**src/rtl/cacheline_adaptor_if.sv**
```systemverilog
// Bus bundle between the L1 cache side and the 64-bit physical-memory burst side.
// The slave modport is the adaptor's view; the master modport is the cache/memory view.
interface cacheline_adaptor_if #(
  parameter int s_line  = 256,
  parameter int s_burst = 64
);
  logic [s_line-1:0]  line_i;
  logic [s_line-1:0]  line_o;
  logic [31:0]        address_i;
  logic               read_i;
  logic               write_i;
  logic               resp_o;
  logic [s_burst-1:0] burst_i;
  logic [s_burst-1:0] burst_o;
  logic [31:0]        address_o;
  logic               read_o;
  logic               write_o;
  logic               resp_i;

  modport slave (
    input  line_i, address_i, read_i, write_i, burst_i, resp_i,
    output line_o, resp_o, burst_o, address_o, read_o, write_o
  );

  modport master (
    output line_i, address_i, read_i, write_i, burst_i, resp_i,
    input  line_o, resp_o, burst_o, address_o, read_o, write_o
  );
endinterface

```
**src/rtl/cacheline_adaptor.sv**
```systemverilog
// Converts one 256-bit cache line request into a 4-beat 64-bit memory burst, one transaction at a time.
// Optional macro CACHELINE_ADAPTOR_PERF_EN adds saturating read/write/wait-cycle counters.
module cacheline_adaptor #(
  parameter int s_offset = 5,
  parameter int s_line   = 256,
  parameter int s_burst  = 64
) (
  input  logic clk,
  input  logic rst,
  cacheline_adaptor_if.slave bus
`ifdef CACHELINE_ADAPTOR_PERF_EN
  ,
  output logic [31:0] perf_reads_o,
  output logic [31:0] perf_writes_o,
  output logic [31:0] perf_wait_o
`endif
);
  localparam int BEATS = s_line / s_burst;
  localparam int BW    = (BEATS > 1) ? $clog2(BEATS) : 1;
  localparam logic [BW-1:0] LAST = BW'(BEATS - 1);

  typedef enum logic [2:0] {IDLE, RD, RD_DONE, WR, WR_DONE} state_t;

  state_t                         r_state;
  logic [BW-1:0]                  r_beat;
  logic [31:0]                    r_addr;
  logic [BEATS-1:0][s_burst-1:0]  r_buf;
  logic                           r_read;
  logic                           r_write;
  logic                           r_resp;
  logic                           w_last;

  assign w_last = (r_beat == LAST);

  always_ff @(posedge clk) begin
    if (rst) begin
      r_state <= IDLE;
      r_beat  <= '0;
      r_addr  <= '0;
      r_buf   <= '0;
      r_read  <= 1'b0;
      r_write <= 1'b0;
      r_resp  <= 1'b0;
    end else begin
      case (r_state)
        IDLE: begin
          r_resp <= 1'b0;
          // Read has priority; a concurrent write is picked up on a later IDLE cycle.
          if (bus.read_i) begin
            r_addr  <= {bus.address_i[31:s_offset], {s_offset{1'b0}}};
            r_beat  <= '0;
            r_read  <= 1'b1;
            r_state <= RD;
          end else if (bus.write_i) begin
            r_addr  <= {bus.address_i[31:s_offset], {s_offset{1'b0}}};
            r_buf   <= bus.line_i;
            r_beat  <= '0;
            r_write <= 1'b1;
            r_state <= WR;
          end
        end
        RD: begin
          if (bus.resp_i) begin
            r_buf[r_beat] <= bus.burst_i;
            r_beat        <= r_beat + 1'b1;
            if (w_last) begin
              r_read  <= 1'b0;
              r_resp  <= 1'b1;
              r_state <= RD_DONE;
            end
          end
        end
        WR: begin
          if (bus.resp_i) begin
            r_beat <= r_beat + 1'b1;
            if (w_last) begin
              r_write <= 1'b0;
              r_resp  <= 1'b1;
              r_state <= WR_DONE;
            end
          end
        end
        RD_DONE, WR_DONE: begin
          r_resp  <= 1'b0;
          r_state <= IDLE;
        end
        default: begin
          r_read  <= 1'b0;
          r_write <= 1'b0;
          r_resp  <= 1'b0;
          r_state <= IDLE;
        end
      endcase
    end
  end

  assign bus.read_o    = r_read;
  assign bus.write_o   = r_write;
  assign bus.resp_o    = r_resp;
  assign bus.address_o = r_addr;
  assign bus.line_o    = r_buf;
  // Beat mux is a decode of registered state only; quiet outside a write burst.
  assign bus.burst_o   = r_write ? r_buf[r_beat] : '0;

`ifdef CACHELINE_ADAPTOR_PERF_EN
  logic [31:0] r_perf_reads;
  logic [31:0] r_perf_writes;
  logic [31:0] r_perf_wait;

  always_ff @(posedge clk) begin
    if (rst) begin
      r_perf_reads  <= '0;
      r_perf_writes <= '0;
      r_perf_wait   <= '0;
    end else begin
      if (r_state == RD_DONE && r_perf_reads != '1)
        r_perf_reads <= r_perf_reads + 32'd1;
      if (r_state == WR_DONE && r_perf_writes != '1)
        r_perf_writes <= r_perf_writes + 32'd1;
      if ((r_state == RD || r_state == WR) && !bus.resp_i && r_perf_wait != '1)
        r_perf_wait <= r_perf_wait + 32'd1;
    end
  end

  assign perf_reads_o  = r_perf_reads;
  assign perf_writes_o = r_perf_writes;
  assign perf_wait_o   = r_perf_wait;
`endif
endmodule
```
**src/flat_wrapper.sv**
```systemverilog
// flat-port wrapper written by rule: the top's interface ports become plain ports
module cacheline_adaptor_flat 
#(
  parameter int s_offset = 5,
  parameter int s_line   = 256,
  parameter int s_burst  = 64
)
  (clk, rst, bus_line_i, bus_address_i, bus_read_i, bus_write_i, bus_burst_i, bus_resp_i, bus_line_o, bus_resp_o, bus_burst_o, bus_address_o, bus_read_o, bus_write_o);
  cacheline_adaptor_if #(.s_line(s_line), .s_burst(s_burst)) bus_i ();
  input  logic clk;
  input  logic rst;
  input wire logic [$bits(bus_i.line_i)-1:0] bus_line_i;
  input wire logic [$bits(bus_i.address_i)-1:0] bus_address_i;
  input wire logic [$bits(bus_i.read_i)-1:0] bus_read_i;
  input wire logic [$bits(bus_i.write_i)-1:0] bus_write_i;
  input wire logic [$bits(bus_i.burst_i)-1:0] bus_burst_i;
  input wire logic [$bits(bus_i.resp_i)-1:0] bus_resp_i;
  output wire logic [$bits(bus_i.line_o)-1:0] bus_line_o;
  output wire logic [$bits(bus_i.resp_o)-1:0] bus_resp_o;
  output wire logic [$bits(bus_i.burst_o)-1:0] bus_burst_o;
  output wire logic [$bits(bus_i.address_o)-1:0] bus_address_o;
  output wire logic [$bits(bus_i.read_o)-1:0] bus_read_o;
  output wire logic [$bits(bus_i.write_o)-1:0] bus_write_o;
  assign bus_i.line_i = bus_line_i;
  assign bus_i.address_i = bus_address_i;
  assign bus_i.read_i = bus_read_i;
  assign bus_i.write_i = bus_write_i;
  assign bus_i.burst_i = bus_burst_i;
  assign bus_i.resp_i = bus_resp_i;
  assign bus_line_o = bus_i.line_o;
  assign bus_resp_o = bus_i.resp_o;
  assign bus_burst_o = bus_i.burst_o;
  assign bus_address_o = bus_i.address_o;
  assign bus_read_o = bus_i.read_o;
  assign bus_write_o = bus_i.write_o;
  cacheline_adaptor #(.s_offset(s_offset), .s_line(s_line), .s_burst(s_burst)) u_core (.clk(clk), .rst(rst), .bus(bus_i));
endmodule
```
**config.mk**
```make
export PLATFORM = sky130hd
export DESIGN_NAME = cacheline_adaptor_flat
export DESIGN_NICKNAME = d
export VERILOG_FILES = /design/src/rtl/cacheline_adaptor_if.sv /design/src/rtl/cacheline_adaptor.sv /design/src/flat_wrapper.sv
export SDC_FILE = /design/constraint.sdc
export NUM_CORES = 1
export LEC_CHECK = 0
export CORE_AREA = 2 2 281 283
export DETAILED_ROUTE_END_ITERATION = 12
export DIE_AREA = 0 0 283 285
export PLACE_DENSITY = 0.45
export SKIP_CTS_REPAIR_TIMING = 1
export SLEW_MARGIN = 20
export SYNTH_ARGS = -nofsm -noshare
export SYNTH_HDL_FRONTEND = slang
export SYNTH_SLANG_ARGS = --single-unit
```
**constraint.sdc**
```tcl
create_clock -name clk -period 4.3 [get_ports clk]
set_input_delay 0.86 -clock clk [delete_from_list [all_inputs] [get_ports clk]]
set_output_delay 0.86 -clock clk [all_outputs]
set_load 0.005 [all_outputs]
```
After elaboration in Yosys (flattened, before gate mapping):

Index checks and enable logic that the tools add are counted.

* register bits after elaboration: 296

* add/subtract/negate cells: 1
* $lt $le $gt $ge: 2
* equal/unequal tests: 14
* mux-type cells: 30
* bitwise gates (word level): 3
* reductions and logical operators: 16

Operator list (number)
* 256-bit two-way mux: 3
* 256-bit case mux with 2 select lines: 1
* 256-bit bitwise mux: 1
* 64-bit two-way mux: 3
* 64-bit binary-select mux with 2-bit select: 1
* 64-bit demux with 2-bit select: 1
* 32-bit two-way mux: 2
* 3-bit two-way mux: 6
* 2-bit != test, second input constant: 5
* 5-bit AND reduction: 2
* 3-bit case mux with 3 select lines: 1
* 4-bit AND reduction: 2
* 3-bit by 2-bit == test with 1-bit output, second input constant: 2
* 2-bit two-way mux: 3
* 2-bit by 1-bit != test with 1-bit output, second input constant: 3
* 1-bit case mux with 3 select lines: 2
* 2-bit nonzero test: 3
* 3-bit OR reduction: 2
* 1-bit two-way mux: 5
* 2-bit case mux with 2 select lines: 1
* 2-bit AND reduction: 2
* 2-bit OR reduction: 2
* 3-bit by 1-bit == test with 1-bit output, second input constant: 1
* 3-bit == test, second input constant: 1
* 9 further kinds: 11

Depth between registers and ports, before layout:

Gate-level depths: netlist of the first run.

* word-level depth: 7
* depth in mapped cells: 9

Worst setup path after synthesis of the first run:

No wires, ideal clock.

* path type: reg-to-output
* from: register u_core.r_beat[0]
* to: output port bus_burst_o[38]
* data arrival time: 1.649 ns
* data required time: 3.440 ns
* setup slack: 1.791 ns
* cell stages (with the launch flop): 6
* buffers on the path: 3
* cells stage by stage: dfxtp_1 -> buf_2 -> buf_4 -> buf_2 -> mux4_2 -> and2_1

* word-level cells in the longest chain between the ends: 3

RTL lines
* from (decl): line cacheline_adaptor.sv:25 `logic [BW-1:0] r_beat;`
* from (signal assigned): line cacheline_adaptor.sv:65 `r_beat <= r_beat + 1'b1;`
* from (signal assigned): line cacheline_adaptor.sv:75 `r_beat <= r_beat + 1'b1;`
* 64-bit binary-select mux with 2-bit select: line cacheline_adaptor.sv:103 `assign bus.burst_o = r_write ? r_buf[r_beat] : '0;`
* 64-bit two-way mux (not written as such): line cacheline_adaptor.sv:103
* 64-bit two-way mux: line cacheline_adaptor.sv:103
* to (decl): line flat_wrapper.sv:20 `output wire logic [$bits(bus_i.burst_o)-1:0] bus_burst_o;`

Every way passes these cells. The select of a mux whose other input is x is not followed.

Worst setup path after layout of the first run:

* from: register u_core.r_beat[0]
* to: output port bus_burst_o[14]

The elaborated chain is that of the path after synthesis.

==> impl_metrics.json, run 1 <==
{
  "start_kind": "flip-flop",
  "p_leak_nw": 9.85,
  "power_density_nw_per_um2": 311,
  "critPathSlowestCell": "dfxtp_4",
  "pwr-share-seq_pct": 35.7,
  "comb_power_share_pct": 23.3,
  "vias_per_cell": 4.74,
  "grt_pass1_vias": 17575,
  "wl_per_cell_um": 23.4,
  "io_pins": 712,
  "worstPathArrival_ps": 2980,
  "portBuffers": 701,
  "routabilityCongestion": 0.858,
  "timing.fmax_mhz": 260,
  "p_sw_w": 0.00241,
  "synthFlopType": "dfxtp_1",
  "setup_viol": 0,
  "synth_most_common_cell": "dfxtp_1",
  "syn_to_final_growth_pct": 50.3,
  "worst-path-max-fanout": 25,
  "hold_viol_final": 0,
  "period_needed_ps": 3840,
  "synth_commonest_cells": "dfxtp_1, a21oi_1, nand3_1",
  "worst_slew_pin_slew_ps": 978,
  "switching_share_pct": 28.3,
  "rows": 103,
  "fin_crit_sh_pct": 89.4,
  "insertion_delay_ps": 550,
  "grt_usage_pct": 20.4,
  "dr.pass1.iters": 7,
  "yosysUniqueCellTypes": 37,
  "required_ps": 3440,
  "drc": 0,
  "place_area_um2": 25900,
  "num_vias": 17592,
  "path_cells": "buf_12 > mux4_2 > and2_1 > clkdlybuf4s50_1",
  "intPower_w": 0.00610,
  "final_area_um2": 27300,
  "clockBufferDepth": 3,
  "slew_headroom_pct": 34.7,
  "yosys.area.top_type": "dfxtp_1",
  "min_from": "u_core.bus.address_o[8]",
  "drv_cap": 0,
  "cts_made_buffers": 41,
  "cp-startpoint": "u_core.r_beat[0]",
  "cts_max_level": 2,
  "end_kind": "primary output",
  "initial_core_util_pct": 23.3,
  "yosys_register_bits": 291,
  "synth-edff-count": 0,
  "status": "completed",
  "skew_ps": 9.50,
  "synth_top_area_share_pct": 32.0,
  "nets": 2977,
  "synthTopCellsByArea": "dfxtp_1, mux2_2, nor2b_1",
  "core-area_um2": 78000,
  "place_ws_ps": 1010,
  "setup-tns-final_ps": 0,
  "hp-class": "reg2reg",
  "drt_iter0_drc": 987,
  "rsz0062_at_grt": "false",
  "setup_slack_ps": 455,
  "overflow": 0,
  "async_flop_share_pct": 0,
  "worstSetupPathType": "reg2out",
  "clk_pin_slew_ps": 50,
  "pwr-share-clk_pct": 41.0,
  "die_w_um": 283,
  "r2r_start": "u_core.r_beat[0]",
  "syn_inst": 2044,
  "die_h_um": 285,
  "antenna_found_initial": 26,
  "totalWireLength_um": 86800,
  "ant_nets": 0,
  "cts_sinks": 291,
  "finalNonFillerCells": 3714,
  "cts_tree": "built",
  "maxSlewViolCount": 0,
  "ys_warn_count": 0,
  "grt_pass1_wl_um": 124000,
  "syn_area_um2": 18200,
  "critPathMaxStageDelay_ps": 770,
  "grt_max_degree": 204,
  "die_area_um2": 80700,
  "avgSynthCellArea_um2": 8.89,
  "cts_root_buffer": "clkbuf_16",
  "drive_above_1_share_pct": 16.4,
  "placed_cells": 3623,
  "hpwl_um": 59500,
  "yosysSeqAreaShare_pct": 32.0,
  "max-vdd-ir-drop_mv": 0.203
}
power by group through the flow:
stage / Combinational [W] / Sequential [W] / Clock, W
after CTS: 0.00200 / 0.00304 / 0.00361
after floorplan: 0.00101 / 0.00302 / 0
after global routing: 0.00213 / 0.00306 / 0.00371
after detailed placement: 0.00199 / 0.00309 / 0
final: 0.00198 / 0.00303 / 0.00349
after global placement: 0.00198 / 0.00309 / 0
worst max-delay path: cells and delay by family (launching register included):
| kind | cells | cell delay, ps |
|---|---|---|
| DFF | 1 | 770 |
| buffers and inverters | 2 | 850 |
| and+or+nand+nor | 1 | 180 |
| muxes | 1 | 540 |
per-stage QoR:
step | hold slack (ps) | utilization (%) | total power (W)
after floorplan | 470 | - | 0.00403
after CTS | 474 | 35.0 | 0.00865
final | 471 | 35.0 | 0.00851
after global routing | 488 | 35.0 | 0.00889
after detailed placement | 466 | 33.3 | 0.00509
after global placement | 462 | 33.3 | 0.00507
sequential cells by signal (all words and copies together) (netlist names):
| register | flops |
|---|---|
| u_core.bus.resp_o | 1 |
| u_core.bus.address_o | 27 |
| u_core.r_beat | 2 |
| u_core.bus.read_o | 1 |
| u_core.bus.write_o | 1 |
| u_core.bus.line_o | 256 |
| u_core.r_state | 3 |
routing by layer:
| layer | part of all wire [%] | GRT usage (%) | vias to the layer above |
|---|---|---|---|
| met5 | 0.045 | 0 | - |
| met4 | 3.5 | 8.01 | 6 |
| met3 | 5.9 | 4.18 | 137 |
| met2 | 50 | 36.0 | 562 |
| met1 | 41 | 24.3 | 8634 |
| li1 | - | - | 8253 |
cell type report:
| cell class | instances | area [um^2] |
|---|---|---|
| Multi-Input combinational cell | 1544 | 11300 |
| Tap cell | 1050 | 1310 |
| Timing Repair Buffer | 736 | 7420 |
| Clock inverter | 7 | 111 |
| Sequential cell | 291 | 5840 |
| Fill cell | 7999 | 50700 |
| Antenna cell | 21 | 52.6 |
| Inverter | 2 | 7.51 |
| Clock buffer | 63 | 1230 |
cell usage in the layout (no fill, tap or decap), drive strengths merged, types with 2 or more instances in the layout:
master         instances
nor3                   2
mux4                  64
nand2b               256
ha                     4
and2                  64
inv                    3
clkbuf                63
bufinv                 3
or2                    2
and3                   4
buf                   36
nand2                  7
o21bai                 2
a31oi                  2
clkdlybuf4s50        700
o211ai                 2
conb                   5
o21ai                 33
nor2                   2
diode                 21
or3                    2
clkinv                 3
nor2b                258
mux2                 256
nand3                283
dfxtp                291
a21oi                288
kinds of logic after synthesis:
logic type	count (synthesis)	synth area share (%)
and+or+nand+nor	885	28.5
AOI/OAI and AO/OA	330	9.31
muxes	320	23.8
DFF	291	32.0
buffers and inverters	213	6.10
adders and majority gates	4	0.275
other	1	0.0206
final timing paths:
kind,slack (ps),to,cells past startpoint
setup / recovery,460,bus_burst_o[14],4
hold / removal,470,u_core.bus.address_o[8],2
setup reg to reg,1320,u_core.bus.line_o[170],6
hold reg to reg,470,u_core.bus.address_o[8],2
No activity file was read; power rests on OpenSTA's default activity.
==> inputs of run 2 (changes only) <==
SLEW_MARGIN = 5   (was 20)
==> results of run 2 <==
Final layout, timing and power as in run 1 (identical DEF).
==> inputs of run 3 (changes only) <==
--- a/config.mk
+++ b/config.mk
@@ -10,4 +10,5 @@
 export DIE_AREA = 0 0 283 285
 export PLACE_DENSITY = 0.45
+export SETUP_SLACK_MARGIN = 0.02
 export SKIP_CTS_REPAIR_TIMING = 1
 export SLEW_MARGIN = 5
==> constraint.sdc (replaced) <==
create_clock -name clk -period 4.3 [get_ports clk]
set_input_delay 0.86 -clock clk [delete_from_list [all_inputs] [get_ports clk]]
set_output_delay 0.86 -clock clk [all_outputs]
set_load 0.02 [all_outputs]
==> run 3 against run 2 <==
  * Clock power increased by 1%
  * Clock skew increased by 9.5 ps
  * Total power increased by 2.9%
  * First-iteration DRC count increased by 4.1%
  * Largest power group unchanged
  * Via count about the same
  * Critical endpoint is now bus_burst_o[28]
  * Wire length decreased by 1.0%
  * Register-to-register slack got worse by 80 ps
  * Non-clock buffer count decreased by 1
==> impl_metrics.json, run 3 (synthesis results as in run 1) <==
{
  "status": "completed",
  "grt_pass1_wl_um": 125000,
  "maxSlewViolCount": 0,
  "cts_made_buffers": 42,
  "vias_per_cell": 4.75,
  "grt_pass1_vias": 17866,
  "ant_nets": 0,
  "nets": 2977,
  "core-area_um2": 78000,
  "initial_core_util_pct": 23.3,
  "max-vdd-ir-drop_mv": 0.258,
  "die_w_um": 283,
  "die_area_um2": 80700,
  "num_vias": 17603,
  "start_kind": "flip-flop",
  "cts_tree": "built",
  "overflow": 0,
  "final_core_util_pct": 35.1,
  "worstSetupPathType": "reg2out",
  "portBuffers": 701,
  "io_pins": 712,
  "drt_iter0_drc": 1027,
  "worstPathArrival_ps": 2990,
  "antenna_found_initial": 19,
  "cts_root_buffer": "clkbuf_16",
  "drv_cap": 0,
  "placed_cells": 3622,
  "setup_slack_ps": 452,
  "cts_max_level": 2,
  "drc": 0,
  "hold_viol_final": 0,
  "largest_reg_flops": 256,
  "place_ws_ps": 933,
  "insertion_delay_ps": 570,
  "end_kind": "primary output",
  "hp-class": "reg2reg",
  "syn_to_final_growth_pct": 50.5,
  "fillers": 8062,
  "place_area_um2": 25900,
  "routabilityCongestion": 0.846,
  "wl_per_cell_um": 23.2,
  "hpwl_um": 58800,
  "slew_headroom_pct": 21.2,
  "grt_max_degree": 261,
  "dr.pass1.iters": 5,
  "period_needed_ps": 3850,
  "final_area_um2": 27400,
  "rows": 103,
  "fin_crit_sh_pct": 89.5,
  "worst-path-max-fanout": 26,
  "skew_ps": 19.0,
  "clockBufferDepth": 3,
  "mostFrequentLayoutCell": "clkdlybuf4s50_1",
  "grt_usage_pct": 20.4,
  "setup_viol": 0,
  "rsz0062_at_grt": "false",
  "p_leak_nw": 9.89,
  "worst_slew_pin_slew_ps": 1180,
  "timing.fmax_mhz": 260,
  "power_density_nw_per_um2": 320,
  "drive_above_1_share_pct": 16.6,
  "final_cell_mix": "clkdlybuf4s50_1, a21oi_1, dfxtp_1",
  "cts_sinks": 291,
  "setup-tns-final_ps": 0,
  "finalNonFillerCells": 3706,
  "clk_pin_slew_ps": 60,
  "totalWireLength_um": 86000,
  "die_h_um": 285,
  "required_ps": 3440
}
==> run 3: through the flow <==
step | hold WS [ps] | total power (W)
after CTS | 474 | 0.00889
final | 474 | 0.00875
after detailed placement | 465 | 0.00528
after floorplan | 554 | 0.00423
after global routing | 491 | 0.00913
after global placement | 461 | 0.00526
==> run 3: layout make-up <==
type | instances | area, um^2 | area share [%]
antenna | 13 | 32.5 | 0.119
clock buffer | 63 | 1310 | 4.80
clock inverter | 8 | 71.3 | 0.261
inverter | 2 | 7.51 | 0.0274
multi-input combinational | 1544 | 11300 | 41.5
sequential | 291 | 5840 | 21.3
tap | 1050 | 1310 | 4.80
timing repair buffer | 735 | 7440 | 27.2
==> run 3: metal layers <==
| layer | vias to the layer above | routed length [um] | GRT usage, % |
|---|---|---|---|
| li1 | 8230 | - | - |
| met1 | 8741 | 35000 | 24.2 |
| met2 | 495 | 43400 | 35.8 |
| met3 | 127 | 4830 | 4.68 |
| met4 | 10 | 2590 | 7.15 |
| met5 | - | 68 | 0 |
==> run 3: report_power, final <==
| group | internal (W) | switching [W] | total (W) |
|---|---|---|---|
| Combinational | 0.00111 | 0.00108 | 0.00219 |
| Clock | 0.00215 | 0.00139 | 0.00354 |
| Sequential | 0.00286 | 0.000153 | 0.00302 |
| Total | 0.00612 | 0.00263 | 0.00875 |
==> run 3: worst max-delay path, cell delays in order (launching register included) <==
cell	delay (ps)
dfxtp_4	770
buf_4	340
mux4_2	520
and2_1	190
clkdlybuf4s50_1	580
==> run 3: worst paths after layout <==
path | from | end | slack, ps | cells after the start
setup / recovery | u_core.r_beat[0] | bus_burst_o[28] | 450 | 4
hold / removal | u_core.bus.address_o[10] | u_core.bus.address_o[10] | 470 | 2
setup reg to reg | u_core.r_beat[1] | u_core.bus.line_o[90] | 1240 | 6
hold reg to reg | u_core.bus.address_o[10] | u_core.bus.address_o[10] | 470 | 2
